==> config.mk <==
export PLATFORM = sky130hd
export DESIGN_NAME = a2bus_capture_fifo
export DESIGN_NICKNAME = d
export VERILOG_FILES = /design/src/rtl/a2bus_capture_fifo.sv
export SDC_FILE = /design/constraint.sdc
export NUM_CORES = 1
export LEC_CHECK = 0
export CAP_MARGIN = 15
export CORE_ASPECT_RATIO = 0.8
export CORE_MARGIN = 3
export CORE_UTILIZATION = 50
export DETAILED_ROUTE_END_ITERATION = 10
export PLACE_DENSITY = 0.77
export SLEW_MARGIN = 20
export SYNTH_ARGS = -nofsm -noshare
export SYNTH_HDL_FRONTEND = slang
export SYNTH_SLANG_ARGS = --single-unit
==> constraint.sdc <==
create_clock -name clk_logic_i -period 3.1 [get_ports clk_logic_i]
set_clock_uncertainty 0.2 [all_clocks]
set_input_delay 0.775 -clock clk_logic_i [delete_from_list [all_inputs] [get_ports clk_logic_i]]
set_output_delay 0.775 -clock clk_logic_i [all_outputs]
set_load 0.02 [all_outputs]
==> src/rtl/a2bus_capture_fifo.sv <==
// Captures Apple II bus writes (and reads when A2BUS_CAPTURE_READS_EN is defined) within [ADDR_LO, ADDR_HI] into a FWFT FIFO.
// Head is visible one cycle after the strobe; when the FIFO is full, a match is dropped and counted unless a pop happens in the same cycle.
module a2bus_capture_fifo #(
   parameter int unsigned DEPTH   = 16,
   parameter logic [15:0] ADDR_LO = 16'hC080,
   parameter logic [15:0] ADDR_HI = 16'hC0FF
) (
   input  logic                       clk_logic_i,
   input  logic                       system_reset_n_i,
   input  logic [15:0]                addr_i,
   input  logic [7:0]                 data_i,
   input  logic                       rw_n_i,
   input  logic                       data_in_strobe_i,
   output logic                       entry_valid_o,
   input  logic                       entry_ready_i,
   output logic [15:0]                entry_addr_o,
   output logic [7:0]                 entry_data_o,
   output logic                       entry_rw_n_o,
   output logic [$clog2(DEPTH):0]     count_o,
   output logic                       overflow_o,
   output logic [7:0]                 drop_count_o,
   input  logic                       clear_overflow_i
);

   localparam int AW = $clog2(DEPTH);
   localparam int CW = AW + 1;

   typedef struct packed {
      logic        rw_n;
      logic [15:0] addr;
      logic [7:0]  data;
   } entry_t;

   entry_t        mem [DEPTH];
   entry_t        wr_entry;
   entry_t        head;
   logic [AW-1:0] wr_ptr;
   logic [AW-1:0] rd_ptr;
   logic          in_window;
   logic          rw_ok;
   logic          match;
   logic          full;
   logic          push;
   logic          pop;
   logic          drop;

   assign in_window = (addr_i >= ADDR_LO) && (addr_i <= ADDR_HI);

`ifdef A2BUS_CAPTURE_READS_EN
   assign rw_ok = 1'b1;
`else
   // Reads never reach the queue, so they cannot overflow it either.
   assign rw_ok = ~rw_n_i;
`endif

   assign match         = data_in_strobe_i && in_window && rw_ok;
   assign full          = (count_o == CW'(DEPTH));
   assign entry_valid_o = (count_o != '0);
   assign pop           = entry_valid_o && entry_ready_i;
   assign push          = match && (!full || pop);
   assign drop          = match && full && !pop;

   assign wr_entry = '{rw_n: rw_n_i, addr: addr_i, data: data_i};
   assign head     = mem[rd_ptr];

   assign entry_addr_o = entry_valid_o ? head.addr : 16'h0000;
   assign entry_data_o = entry_valid_o ? head.data : 8'h00;
   assign entry_rw_n_o = entry_valid_o ? head.rw_n : 1'b0;

   // Storage carries no reset; validity is tracked by count_o alone.
   always_ff @(posedge clk_logic_i) begin
      if (push) begin
         mem[wr_ptr] <= wr_entry;
      end
   end

   always_ff @(posedge clk_logic_i or negedge system_reset_n_i) begin
      if (!system_reset_n_i) begin
         wr_ptr  <= '0;
         rd_ptr  <= '0;
         count_o <= '0;
      end else begin
         if (push) begin
            wr_ptr <= wr_ptr + AW'(1);
         end
         if (pop) begin
            rd_ptr <= rd_ptr + AW'(1);
         end
         case ({push, pop})
            2'b10:   count_o <= count_o + CW'(1);
            2'b01:   count_o <= count_o - CW'(1);
            default: count_o <= count_o;
         endcase
      end
   end

   // A drop coinciding with a clear restarts the count at one.
   always_ff @(posedge clk_logic_i or negedge system_reset_n_i) begin
      if (!system_reset_n_i) begin
         overflow_o   <= 1'b0;
         drop_count_o <= 8'h00;
      end else if (drop) begin
         overflow_o <= 1'b1;
         if (clear_overflow_i) begin
            drop_count_o <= 8'h01;
         end else if (drop_count_o != 8'hFF) begin
            drop_count_o <= drop_count_o + 8'h01;
         end
      end else if (clear_overflow_i) begin
         overflow_o   <= 1'b0;
         drop_count_o <= 8'h00;
      end
   end

endmodule

==> Word-level counts from Yosys, hierarchy flattened <==
Memories as Yosys holds them, arrays and structs flattened.
Index checks and enable logic that the tools add are counted.
{ "classes": {"addsub": 5, "n_mul": 0, "div": 0, "n_lt_le_gt_ge": 2, "eq_ne": 4, "n_shift": 0, "n_mux": 12, "bitwise": 1, "n_reduce_logical": 15} }
{ "op_table": {"columns": ["op", "count"], "rows": [
  ["8-bit two-way mux", 5],
  ["16-bit >= comparator (second input constant)", 1],
  ["16-bit less-or-equal comparator (second input constant)", 1],
  ["16-bit two-way mux", 1],
  ["5-bit one-hot mux with 2 select lines", 1],
  ["4-bit by 1-bit adder with 4-bit output (second input constant)", 2],
  ["8-bit by 1-bit adder with 8-bit output (second input constant)", 1],
  ["8-bit inequality test (second input constant)", 1],
  ["1-bit logical AND", 7],
  ["2-bit nonzero test", 3],
  ["5-bit by 1-bit adder with 5-bit output (second input constant)", 1],
  ["5-bit equality test (second input constant)", 1],
  ["1-bit two-way mux", 5],
  ["5-bit nonzero test", 1],
  ["5-bit by 1-bit subtractor with 5-bit output (second input constant)", 1],
  ["2-bit by 1-bit equality test with 1-bit output (second input constant)", 1],
  ["2-bit equality test (second input constant)", 1],
  ["1-bit logical NOT", 2],
  ["2-bit AND reduction", 1],
  ["1-bit logical OR", 1],
  ["1-bit inverter", 1]
]} }
{ "word_totals": {"regBits": 22, "latch_bits": 0, "mem_bits_rw": 400, "mem_bits_ro": 0, "in_bits": 30, "output_inout_bits": 40, "elab_cells": 45, "mem_count": 1} }
{ "memory_table": {"columns": ["memory", "depth", "word_bits", "rd", "rd_ports_with_merged_regs", "wr", "line", "text"], "rows": [
  ["mem", 16, 25, 1, 0, 1, "34", "entry_t mem [DEPTH];"]
]} }

==> Longest topological paths before layout <==
Gate-level depths: netlist (run 1).
{ "depth": {"depth_word": 8, "mapped_depth": 14, "ltp_nobuf": 11} }

==> Worst setup path after synthesis (run 1) <==
OpenSTA, ideal clock, no wires.
{ "synth_path": {"path_type": "input to register", "start": "input addr_i[12]", "end": "register count_o[4]", "setup_time_ns": 0.129, "arrival_ns": 3.285, "required_time_ns": 2.771, "path_slack_ns": -0.513, "path_stages": 12, "n_path_buf": 1, "cell_sequence": "nor4bb_1 > nand4_2 > nor2_1 > inv_1 > ha_1 > clkbuf_1 > xor2_1 > ha_1 > o211a_1 > or4_1 > nand3_1 > nor3b_1"} }
{ "synth_via": {"elab_chain_len": 7, "word_cells_on_any_way": 10, "cone_classes": "order compare (2); eq/ne (2); mux (1); reduce/logical (5)"} }
{ "synth_rtl": {"columns": ["element", "line", "text"], "rows": [
  ["from (decl)", "10", "input logic [15:0] addr_i,"],
  ["16-bit >= comparator or 16-bit less-or-equal comparator (tied branches)", "47", "assign in_window = (addr_i >= ADDR_LO) && (addr_i <= ADDR_HI);"],
  ["1-bit logical AND *", "47", null],
  ["1-bit logical AND * (2 in series)", "56", "assign match = data_in_strobe_i && in_window && rw_ok;"],
  ["1-bit logical AND *", "60", "assign push = match && (!full || pop);"],
  ["2-bit by 1-bit equality test with 1-bit output or 2-bit equality test (tied branches)", "89", "case ({push, pop})"],
  ["5-bit one-hot mux with 2 select lines or 2-bit nonzero test (tied branches)", null, null],
  ["to (signal assigned)", "90", "2'b10: count_o <= count_o + CW'(1);"],
  ["to (signal assigned)", "91", "2'b01: count_o <= count_o - CW'(1);"],
  ["to (signal assigned)", "92", "default: count_o <= count_o;"],
  ["to (decl)", "19", "output logic [$clog2(DEPTH):0] count_o,"]
]} }
Every way passes the cells marked *; elsewhere a longest branch is shown, timed or not.
A chain may end at the register's enable or synchronous reset.

==> Worst setup path in the final report (run 1) <==
{ "layout_path": {"start": "register rd_ptr[0]", "end": "output entry_addr_o[14]"} }
{ "layout_via": {"elab_chain_len": 2} }
{ "layout_rtl": {"columns": ["element", "line", "text"], "rows": [
  ["from (decl)", "38", "logic [AW-1:0] rd_ptr;"],
  ["from (signal assigned)", "87", "rd_ptr <= rd_ptr + AW'(1);"],
  ["memory 16 x 25 bit", null, null],
  ["16-bit two-way mux", "66", "assign entry_addr_o = entry_valid_o ? head.addr : 16'h0000;"],
  ["to (decl)", "16", "output logic [15:0] entry_addr_o,"]
]} }
No other way between the ends.

==> results of run 1 <==
-- power by group through the flow --
stage / Clock (mW) / Combinational [mW] / Sequential (mW)
after global placement: 0 / 5.40 / 6.55
final: 4.55 / 6.80 / 6.41
after global routing: 4.85 / 7.14 / 6.42
after detailed placement: 0 / 5.46 / 6.56
after floorplan: 0 / 3.33 / 6.51
after CTS: 4.62 / 6.40 / 6.41
-- registers in the layout, indices dropped and copies added (netlist names) --
signal / cells
count_o: 5
drop_count_o: 8
mem: 400
overflow_o: 1
rd_ptr: 4
wr_ptr: 4
-- per-stage QoR --
stage / hold WS, ns / cell area, um2
after floorplan: 0.278 / 16700
after global placement: 0.307 / 19000
after detailed placement: 0.310 / 19000
after CTS: 0.338 / 20700
after global routing: 0.363 / 20900
final: 0.334 / 20900
-- synthesized netlist by cell type, drive strengths merged, types with 4 or more instances --
| cell | count | share of area [%] |
|---|---|---|
| buf | 22 | 0.71 |
| nand3 | 7 | 0.21 |
| xor2 | 5 | 0.26 |
| edfxtp | 400 | 72 |
| dfrtp | 22 | 3.3 |
| nor2b | 5 | 0.19 |
| nor3b | 4 | 0.18 |
| nor3 | 4 | 0.12 |
| nand2b | 6 | 0.23 |
| o22ai | 25 | 0.94 |
| xnor2 | 5 | 0.26 |
| nor2 | 6 | 0.15 |
| o21ai | 7 | 0.21 |
| and4 | 6 | 0.32 |
| a21oi | 7 | 0.21 |
| nand2 | 8 | 0.18 |
| nor4 | 5 | 0.19 |
| mux2i | 50 | 3.0 |
| ha | 10 | 0.75 |
| inv | 6 | 0.14 |
| mux4 | 100 | 14 |
| nand4 | 5 | 0.23 |
| and2 | 13 | 0.49 |
| clkbuf | 22 | 0.50 |
-- tightest hold or removal path: stages (launching register included) --
cell and delay (ns):
sky130_fd_sc_hd__dfrtp_1 0.38, sky130_fd_sc_hd__inv_1 0.05, sky130_fd_sc_hd__o21ai_0 0.06
-- worst min path at each step --
stage                startpoint          to  slack (ns)  depth (start not counted)
2_1_floorplan  system_reset_n_i  count_o[0]        0.28                          0
3_3_place_gp          rd_ptr[2]   rd_ptr[2]        0.31                          1
3_5_place_dp          rd_ptr[2]   rd_ptr[2]        0.31                          1
4_1_cts              overflow_o  overflow_o        0.34                          2
5_1_grt              overflow_o  overflow_o        0.36                          2
6_report             overflow_o  overflow_o        0.33                          2
-- what timing repair did --
| action | 4_1_cts | 5_1_grt |
|---|---|---|
| pin swaps | 15 | 14 |
| resized for setup | 163 | 56 |
| endpoints found under the setup margin | 27 | 36 |
| setup buffers | 19 | 6 |
| gates cloned | 8 | 2 |
-- final cells by class --
cell class | instances | area share (%)
clock buffer | 53 | 5.12
clock inverter | 17 | 0.610
inverter | 6 | 0.108
multi-input combinational | 306 | 19.9
sequential | 422 | 60.1
tap | 427 | 2.55
timing repair buffer | 193 | 11.7
-- routing by layer --
metal / vias to the layer above / share of wire [%] / routed length, um
met5: - / 0 / 0
met4: 0 / 2.5 / 985
met3: 73 / 6.8 / 2620
met2: 362 / 51 / 19700
met1: 4605 / 40 / 15500
li1: 3651 / - / -
-- cell families (layout without fill, tap and decap cells) --
| logic type | Yosys count | count (layout) | share of synthesized area [%] |
|---|---|---|---|
| AOI/OAI and AO/OA | 53 | 53 | 2.13 |
| xor gates and xnor gates | 10 | 10 | 0.526 |
| adders and majority gates | 10 | 10 | 0.752 |
| buffers and inverters | 50 | 269 | 1.35 |
| DFF | 422 | 422 | 75.5 |
| muxes | 152 | 152 | 16.7 |
| and+or+nand+nor | 81 | 81 | 3.09 |
==> out/metrics.yaml, run 1 <==
run_status:
  outcome: "complete, but fails checks"
  violations: "negative setup slack"
synth:
  synth_cell_type_count: 54
  synth_top_flop_cell: "sky130_fd_sc_hd__edfxtp_1"
  avgSynthCellArea_um2: 21.4
  synth_seq_area_share_pct: 75.5
  synth-edff-count: 400
  synthesis.area_mm2: 0.0166
  postSynthRegisterBits: 422
  share_of_async_settable_or_async_resettable_flops_after_synthesis_pct: 5.21
  mappedNetlistNets: 818
  synth-warning-count: 0
  syn_inst: 778
pwr:
  combPwrFrac_pct: 38.3
  seq_power_share_pct: 36.1
  worst_ir_drop_vdd_mv: 0.690
  switching_share_pct: 29.4
  design_power_total_mw: 17.8
  internal-power_mw: 12.5
  power.switching_mw: 5.23
  static-leakage-power_nw: 7.04
  power_frac_clock_pct: 25.6
  powerDensity_mw_per_mm2: 848
setup_path:
  regToRegStartpoint: "count_o[0]"
  critPathArrivalTime_ns: 2.44
  critPathRequiredTime_ns: 2.12
  worst-path-max-fanout: 6
  cp_common_cell: "sky130_fd_sc_hd__buf_6"
  crit_path_end_kind: "output port"
  cell_count_along_the_critical_path: 7
  crit_slowest_cell: "sky130_fd_sc_hd__mux4_2"
  cp-endpoint: "entry_addr_o[14]"
  timing.critical_path.max_delay_family: "multiplexers"
  setup.worst_path.class: "reg -> out"
  rr_endpoint: "count_o[4]"
  crit_path_cells: "buf_6, buf_6, buf_12, mux4_2, mux2i_2, o22ai_2, buf_6"
  cp-startpoint: "rd_ptr[0]"
  regToRegSetupSlack_ns: 0.20
  cp-start-kind: "flop"
  count_of_buffering_cells_on_the_critical_path_with_inverters_included: 4
  timing.critical_path.slowest_cell_delay_ns: 0.57
  cells_on_worst_reg2reg_path: 10
detailed_routing:
  via_count: 8691
  drt_wl_total_mm: 38.7
  drt-wirelength-per-cell_um: 27.2
  post-route-drc-count: 0
  final_antenna_net_count: 0
  viasPerCell: 6.10
  number_of_drc_markers_after_the_initial_detailed_route_iteration: 858
  drt_first_pass_iters: 5
cells_and_area:
  number_of_diodes: 0
  most_used_cells_in_the_layout_excluding_fill_and_tap_cells: "sky130_fd_sc_hd__edfxtp_1 (400), sky130_fd_sc_hd__mux4_2 (100), sky130_fd_sc_hd__buf_4 (58), sky130_fd_sc_hd__buf_12 (48), sky130_fd_sc_hd__clkbuf_16 (43)"
  final_common_cell: "sky130_fd_sc_hd__edfxtp_1"
  final_cell_count_no_fill: 1424
  fillerInstances: 2115
  post_route_cells_drive_above_1_share_pct: 36.2
  final-seq-area_mm2: 0.0126
  utilization_pct: 64.2
  multi_input_comb_area_mm2: 0.00417
  final_net_count: 1009
  areaGrowthSynthToFinish_pct: 25.8
clock_tree:
  clock_sink_count: 422
  clk-insertion-delay-late_ns: 0.52
  clk_pin_slew_worst_paths_ns: 0.06
  tritoncts: "built"
  hold_buf_cts: 0
  root_buffer: "sky130_fd_sc_hd__clkbuf_16"
  cts-htree-levels: 2
  clock_buffer_depth: 3
  numCtsBuffers: 40
global_routing:
  grt_start_max_net_pins: 38
  grt.met3_usage_pct: 3.84
  layer_with_the_highest_usage_after_global_routing: "met2"
  met2_usage_pct: 36.3
  number_of_global_route_vias_before_repair: 8985
  grt_util_met1_pct: 30.7
  track_usage_pct: 21.9
  grt_overflow: 0
  antenna_found_initial: 0
  global_route_wire_length_before_repair_mm: 57.7
timing:
  postLayoutSetupSlackWorst_ns: -0.319
  max_freq_ghz: 0.292
  maxSlewHeadroom_pct: 47.8
  count_of_endpoints_failing_hold_in_the_final_timing_report: 0
  fraction_of_the_cycle_the_final_worst_path_needs_pct: 110
  setup-violations-final: 26
  tns_ns: -6.75
  worstMarginPinSlew_ns: 0.780
  rsz_0062_raised_after_global_routing: "true"
  post-route-min-period_ns: 3.42
  final_max_slew_viol_count: 0
place:
  placement.io_buffers: 69
  hpwl_mm: 21.3
  preCtsSetupSlack_ns: -0.540
  globalplace.congestion: 0.807
  place.detailed.instances: 1323
die:
  core.rowCount: 59
  core_mm2: 0.0326
  die_width_um: 210
  initial_utilization_pct: 51.0
  die_height_um: 169
  floorplan.die_area_mm2: 0.0355
  io_pins: 70
run:
  maximum_capacitance_violations: 0
hold_path:
  hold_path.class: "reg -> reg"
No activity file was read; power rests on OpenSTA's default activity.
==> run 2: changes to the inputs <==
GPL_TIMING_DRIVEN = 0   (was unset)
==> out/metrics.yaml, run 2 (synthesized netlist as in run 1, its figures left out) <==
setup_path:
  cells_on_worst_reg2reg_path: 12
  critPathRequiredTime_ns: 2.12
  cp-start-kind: "flop"
  rr_endpoint: "count_o[4]"
  worst-path-max-fanout: 10
  timing.critical_path.slowest_cell_delay_ns: 0.55
  regToRegStartpoint: "count_o[3]"
  critPathArrivalTime_ns: 2.49
  cell_count_along_the_critical_path: 6
  crit_path_end_kind: "output port"
  regToRegSetupSlack_ns: -0.06
  timing.critical_path.max_delay_family: "multiplexers"
  crit_slowest_cell: "sky130_fd_sc_hd__mux4_2"
  count_of_buffering_cells_on_the_critical_path_with_inverters_included: 3
  setup.worst_path.class: "reg -> out"
  crit_path_cells: "clkbuf_16, buf_12, mux4_2, mux2i_4, o22ai_4, buf_6"
die:
  core_mm2: 0.0326
  core.rowCount: 59
  initial_utilization_pct: 51.0
  die_width_um: 210
  die_height_um: 169
  io_pins: 70
  floorplan.die_area_mm2: 0.0355
global_routing:
  antenna_found_initial: 1
  grt_start_max_net_pins: 26
  track_usage_pct: 21.9
  number_of_global_route_vias_before_repair: 8834
  global_route_wire_length_before_repair_mm: 57.8
  grt_overflow: 0
cells_and_area:
  most_used_cells_in_the_layout_excluding_fill_and_tap_cells: "sky130_fd_sc_hd__edfxtp_1 (400), sky130_fd_sc_hd__mux4_2 (100), sky130_fd_sc_hd__clkbuf_16 (45), sky130_fd_sc_hd__clkdlybuf4s50_1 (32), sky130_fd_sc_hd__buf_6 (26)"
  finalInstanceArea_mm2: 0.0208
  final_net_count: 974
  areaGrowthSynthToFinish_pct: 25.0
  reg_top3: "mem: 400 flops, drop_count_o: 8 flops, count_o: 5 flops"
  top_register: "mem"
  final_common_cell: "sky130_fd_sc_hd__edfxtp_1"
  largest_register_ffs: 400
  post_route_cells_drive_above_1_share_pct: 38.1
  utilization_pct: 63.8
hold_path:
  hold_path.class: "in -> async"
run_status:
  outcome: "complete, but fails checks"
  violations: "negative setup slack"
pwr:
  worst_ir_drop_vdd_mv: 0.440
  static-leakage-power_nw: 6.79
  design_power_total_mw: 18.6
  powerDensity_mw_per_mm2: 896
detailed_routing:
  route.met2.wl_mm: 20.6
  drt_wl_total_mm: 40.4
  maxUsedRoutingLayer: "met4"
  wl_met1_mm: 15.4
  final_antenna_net_count: 0
  drt_first_pass_iters: 5
  via_count: 8813
  post-route-drc-count: 0
  number_of_drc_markers_after_the_initial_detailed_route_iteration: 1142
  detailroute.wirelength.met3_mm: 3.70
  viasPerCell: 6.32
  drt-wirelength-per-cell_um: 29.0
timing:
  fraction_of_the_cycle_the_final_worst_path_needs_pct: 112
  max_freq_ghz: 0.288
  final_max_slew_viol_count: 0
  setup-violations-final: 26
  post-route-min-period_ns: 3.47
  postLayoutSetupSlackWorst_ns: -0.369
  worstMarginPinSlew_ns: 0.672
  rsz_0062_raised_after_global_routing: "true"
  count_of_endpoints_failing_hold_in_the_final_timing_report: 0
  maxSlewHeadroom_pct: 55.2
place:
  globalplace.congestion: 0.786
  hpwl_mm: 22.5
  placement.io_buffers: 69
  dpl-instance-area_mm2: 0.0184
  preCtsSetupSlack_ns: -1.45
clock_tree:
  clock_sink_count: 422
  numCtsBuffers: 41
  clk_pin_slew_worst_paths_ns: 0.07
  tritoncts: "built"
  root_buffer: "sky130_fd_sc_hd__clkbuf_16"
  hold_buf_cts: 0
  clock_buffer_depth: 3
  cts-htree-levels: 2
  clk-insertion-delay-late_ns: 0.53
run:
  maximum_capacitance_violations: 0
run 2: area by class of cell:
type | count | area, um2
Sequential cell | 422 | 12600
Buffer | 40 | 447
Fill cell | 2054 | 11800
Inverter | 6 | 22.5
Tap cell | 427 | 534
Antenna cell | 1 | 2.50
Timing Repair Buffer | 117 | 1450
Clock inverter | 21 | 176
Clock buffer | 54 | 1090
Multi-Input combinational cell | 306 | 4520
run 2: worst max path at each step:
stage                          start                to  slack [ns]
after floorplan           addr_i[10]        count_o[4]       -0.11
after global placement    addr_i[14]        mem[8][11]       -1.62
after detailed placement  addr_i[14]        count_o[4]       -1.45
after CTS                 count_o[1]  entry_addr_o[12]       -0.44
after global routing      count_o[1]  entry_addr_o[13]       -0.39
final                      rd_ptr[0]  entry_addr_o[12]       -0.37
run 2: power breakdown:
| group | switching (mW) | internal (mW) |
|---|---|---|
| Clock | 2.05 | 2.74 |
| Combinational | 3.69 | 3.75 |
| Sequential | 0.103 | 6.30 |
| Total | 5.85 | 12.8 |
run 2: what timing repair did:
item,CTS,global route
setup endpoints to repair,437,105
gates cloned,3,2
endpoints found under the hold margin,0,0
resized for setup,318,93
pin swaps,21,11
setup buffers,20,10
run 2: per-stage QoR:
stage	hold slack [ns]	cells	setup TNS, ns
6_report	0.0355	1394	-7.80
5_1_grt	0.0764	1394	-9.21
4_1_cts	0.337	1385	-9.97
3_5_place_dp	0.327	1289	-425.07
3_3_place_gp	0.300	1274	-627.89
2_1_floorplan	0.278	778	-0.130
run 2: per-layer routing:
layer	track usage, %	up-vias
met4	5.12	0
li1	-	3591
met3	4.01	68
met5	0	-
met2	36.4	544
met1	31.1	4610
==> run 3: changes to the inputs <==
SETUP_SLACK_MARGIN = 0.3   (was unset)
==> out/metrics.yaml, run 3 (synthesized netlist as in run 1, its figures left out) <==
die:
  io_pins: 70
  die_width_um: 210
  floorplan.die_area_mm2: 0.0355
  core.rowCount: 59
  die_height_um: 169
  initial_utilization_pct: 51.0
  core_mm2: 0.0326
global_routing:
  grt_overflow: 0
  antenna_found_initial: 0
  global_route_wire_length_before_repair_mm: 61.3
  number_of_global_route_vias_before_repair: 9002
  grt_start_max_net_pins: 26
  track_usage_pct: 23.9
detailed_routing:
  viasPerCell: 6.38
  drt-wirelength-per-cell_um: 30.8
  final_antenna_net_count: 0
  via_count: 9060
  drt_first_pass_iters: 6
  post-route-drc-count: 0
  number_of_drc_markers_after_the_initial_detailed_route_iteration: 1349
  drt_wl_total_mm: 43.8
timing:
  fraction_of_the_cycle_the_final_worst_path_needs_pct: 120
  count_of_endpoints_failing_hold_in_the_final_timing_report: 0
  post-route-min-period_ns: 3.72
  final_max_slew_viol_count: 0
  max_freq_ghz: 0.269
  rsz_0062_raised_after_global_routing: "true"
  postLayoutSetupSlackWorst_ns: -0.619
  worstMarginPinSlew_ns: 0.830
  setup-violations-final: 301
  maxSlewHeadroom_pct: 44.6
pwr:
  worst_ir_drop_vdd_mv: 0.527
  static-leakage-power_nw: 6.86
  design_power_total_mw: 18.2
  powerDensity_mw_per_mm2: 873
cells_and_area:
  post_route_cells_drive_above_1_share_pct: 38.8
  largest_register_ffs: 400
  areaGrowthSynthToFinish_pct: 25.0
  final_cell_count_no_fill: 1421
  final_common_cell: "sky130_fd_sc_hd__edfxtp_1"
  top_register: "mem"
  most_used_cells_in_the_layout_excluding_fill_and_tap_cells: "sky130_fd_sc_hd__edfxtp_1 (400), sky130_fd_sc_hd__mux4_2 (100), sky130_fd_sc_hd__clkbuf_16 (44), sky130_fd_sc_hd__buf_6 (43), sky130_fd_sc_hd__mux2i_1 (40)"
  number_of_diodes: 0
  reg_top3: "mem: 400 flops, drop_count_o: 8 flops, count_o: 5 flops"
  final_net_count: 1003
hold_path:
  hold_path.class: "in -> async"
run_status:
  violations: "negative setup slack"
  outcome: "complete, but fails checks"
setup_path:
  critPathRequiredTime_ns: 2.12
  worst-path-max-fanout: 6
  crit_path_end_kind: "output port"
  cp-start-kind: "flop"
  critPathArrivalTime_ns: 2.74
  setup.worst_path.class: "reg -> out"
  cells_on_worst_reg2reg_path: 14
clock_tree:
  tritoncts: "built"
  clock_sink_count: 422
  root_buffer: "sky130_fd_sc_hd__clkbuf_16"
  cts-htree-levels: 2
  clock_buffer_depth: 3
  clk_pin_slew_worst_paths_ns: 0.07
  numCtsBuffers: 41
  clk-insertion-delay-late_ns: 0.54
run:
  maximum_capacitance_violations: 0
place:
  placement.io_buffers: 69
  globalplace.congestion: 0.769
  preCtsSetupSlack_ns: -1.47
  hpwl_mm: 21.1
  place.detailed.instances: 1274
[run 3: timing repair]
item / in CTS / in global routing
gates resized for setup: 296 / 61
gates cloned: 18 / 6
hold buffers: 0 / 0
pin swaps: 16 / 13
buffers inserted: 24 / 25
endpoints found under the setup margin: 441 / 248
[run 3: through the flow]
stage | hold WS (ns) | utilization [%] | setup TNS [ns] | area (um2)
2_1_floorplan | 0.279 | - | -0.105 | 17200
3_3_place_gp | 0.315 | 56.3 | -468.31 | 18400
3_5_place_dp | 0.336 | 56.3 | -519.84 | 18400
4_1_cts | 0.0347 | 62.3 | -13.44 | 20300
5_1_grt | 0.0526 | 63.8 | -59.36 | 20800
6_report | 0.0327 | 63.8 | -41.73 | 20800
[run 3: cell type report]
| cell class | count | area (um2) |
|---|---|---|
| Buffer | 44 | 429 |
| Clock buffer | 51 | 1110 |
| Clock inverter | 23 | 149 |
| Fill cell | 2119 | 11800 |
| Inverter | 6 | 22.5 |
| Multi-Input combinational cell | 327 | 4700 |
| Sequential cell | 422 | 12600 |
| Tap cell | 427 | 534 |
| Timing Repair Buffer | 121 | 1310 |
[run 3: critical path, stage by stage (launching register included)]
cell	delay [ns]
sky130_fd_sc_hd__dfrtp_2	0.41
sky130_fd_sc_hd__buf_6	0.12
sky130_fd_sc_hd__or4_4	0.51
sky130_fd_sc_hd__buf_6	0.14
sky130_fd_sc_hd__or2_4	0.28
sky130_fd_sc_hd__nand2b_4	0.10
sky130_fd_sc_hd__buf_12	0.16
sky130_fd_sc_hd__buf_12	0.12
sky130_fd_sc_hd__buf_16	0.14
sky130_fd_sc_hd__o22ai_4	0.08
sky130_fd_sc_hd__buf_6	0.15
[run 3: power breakdown]
part	internal (mW)	total, mW	switching [mW]	leakage (nW)
clock network	2.63	4.72	2.10	0.613
registers	6.30	6.40	0.102	3.87
logic	3.47	7.03	3.57	2.38
total	12.4	18.2	5.76	6.86
[run 3: path summary, 6_finish.rpt]
kind                                        from               to  slack (ns)
worst max-delay path                  count_o[1]  entry_addr_o[8]       -0.62
worst max register to register        count_o[1]       count_o[4]       -0.26
min in group clk_logic_i              overflow_o       overflow_o        0.34
worst min-delay path            system_reset_n_i  drop_count_o[6]        0.03
max in group asynchronous       system_reset_n_i       count_o[1]        2.25
worst min register to register        overflow_o       overflow_o        0.34
[run 3: routing by layer]
metal  vias up  global-route usage (%)  wire length [um]
met2       632                    36.4             20500
li1       3663                       -                 -
met4         0                    7.01               991
met1      4679                    35.6             17200
met3        86                    5.32              5130
met5         -                       0                 0
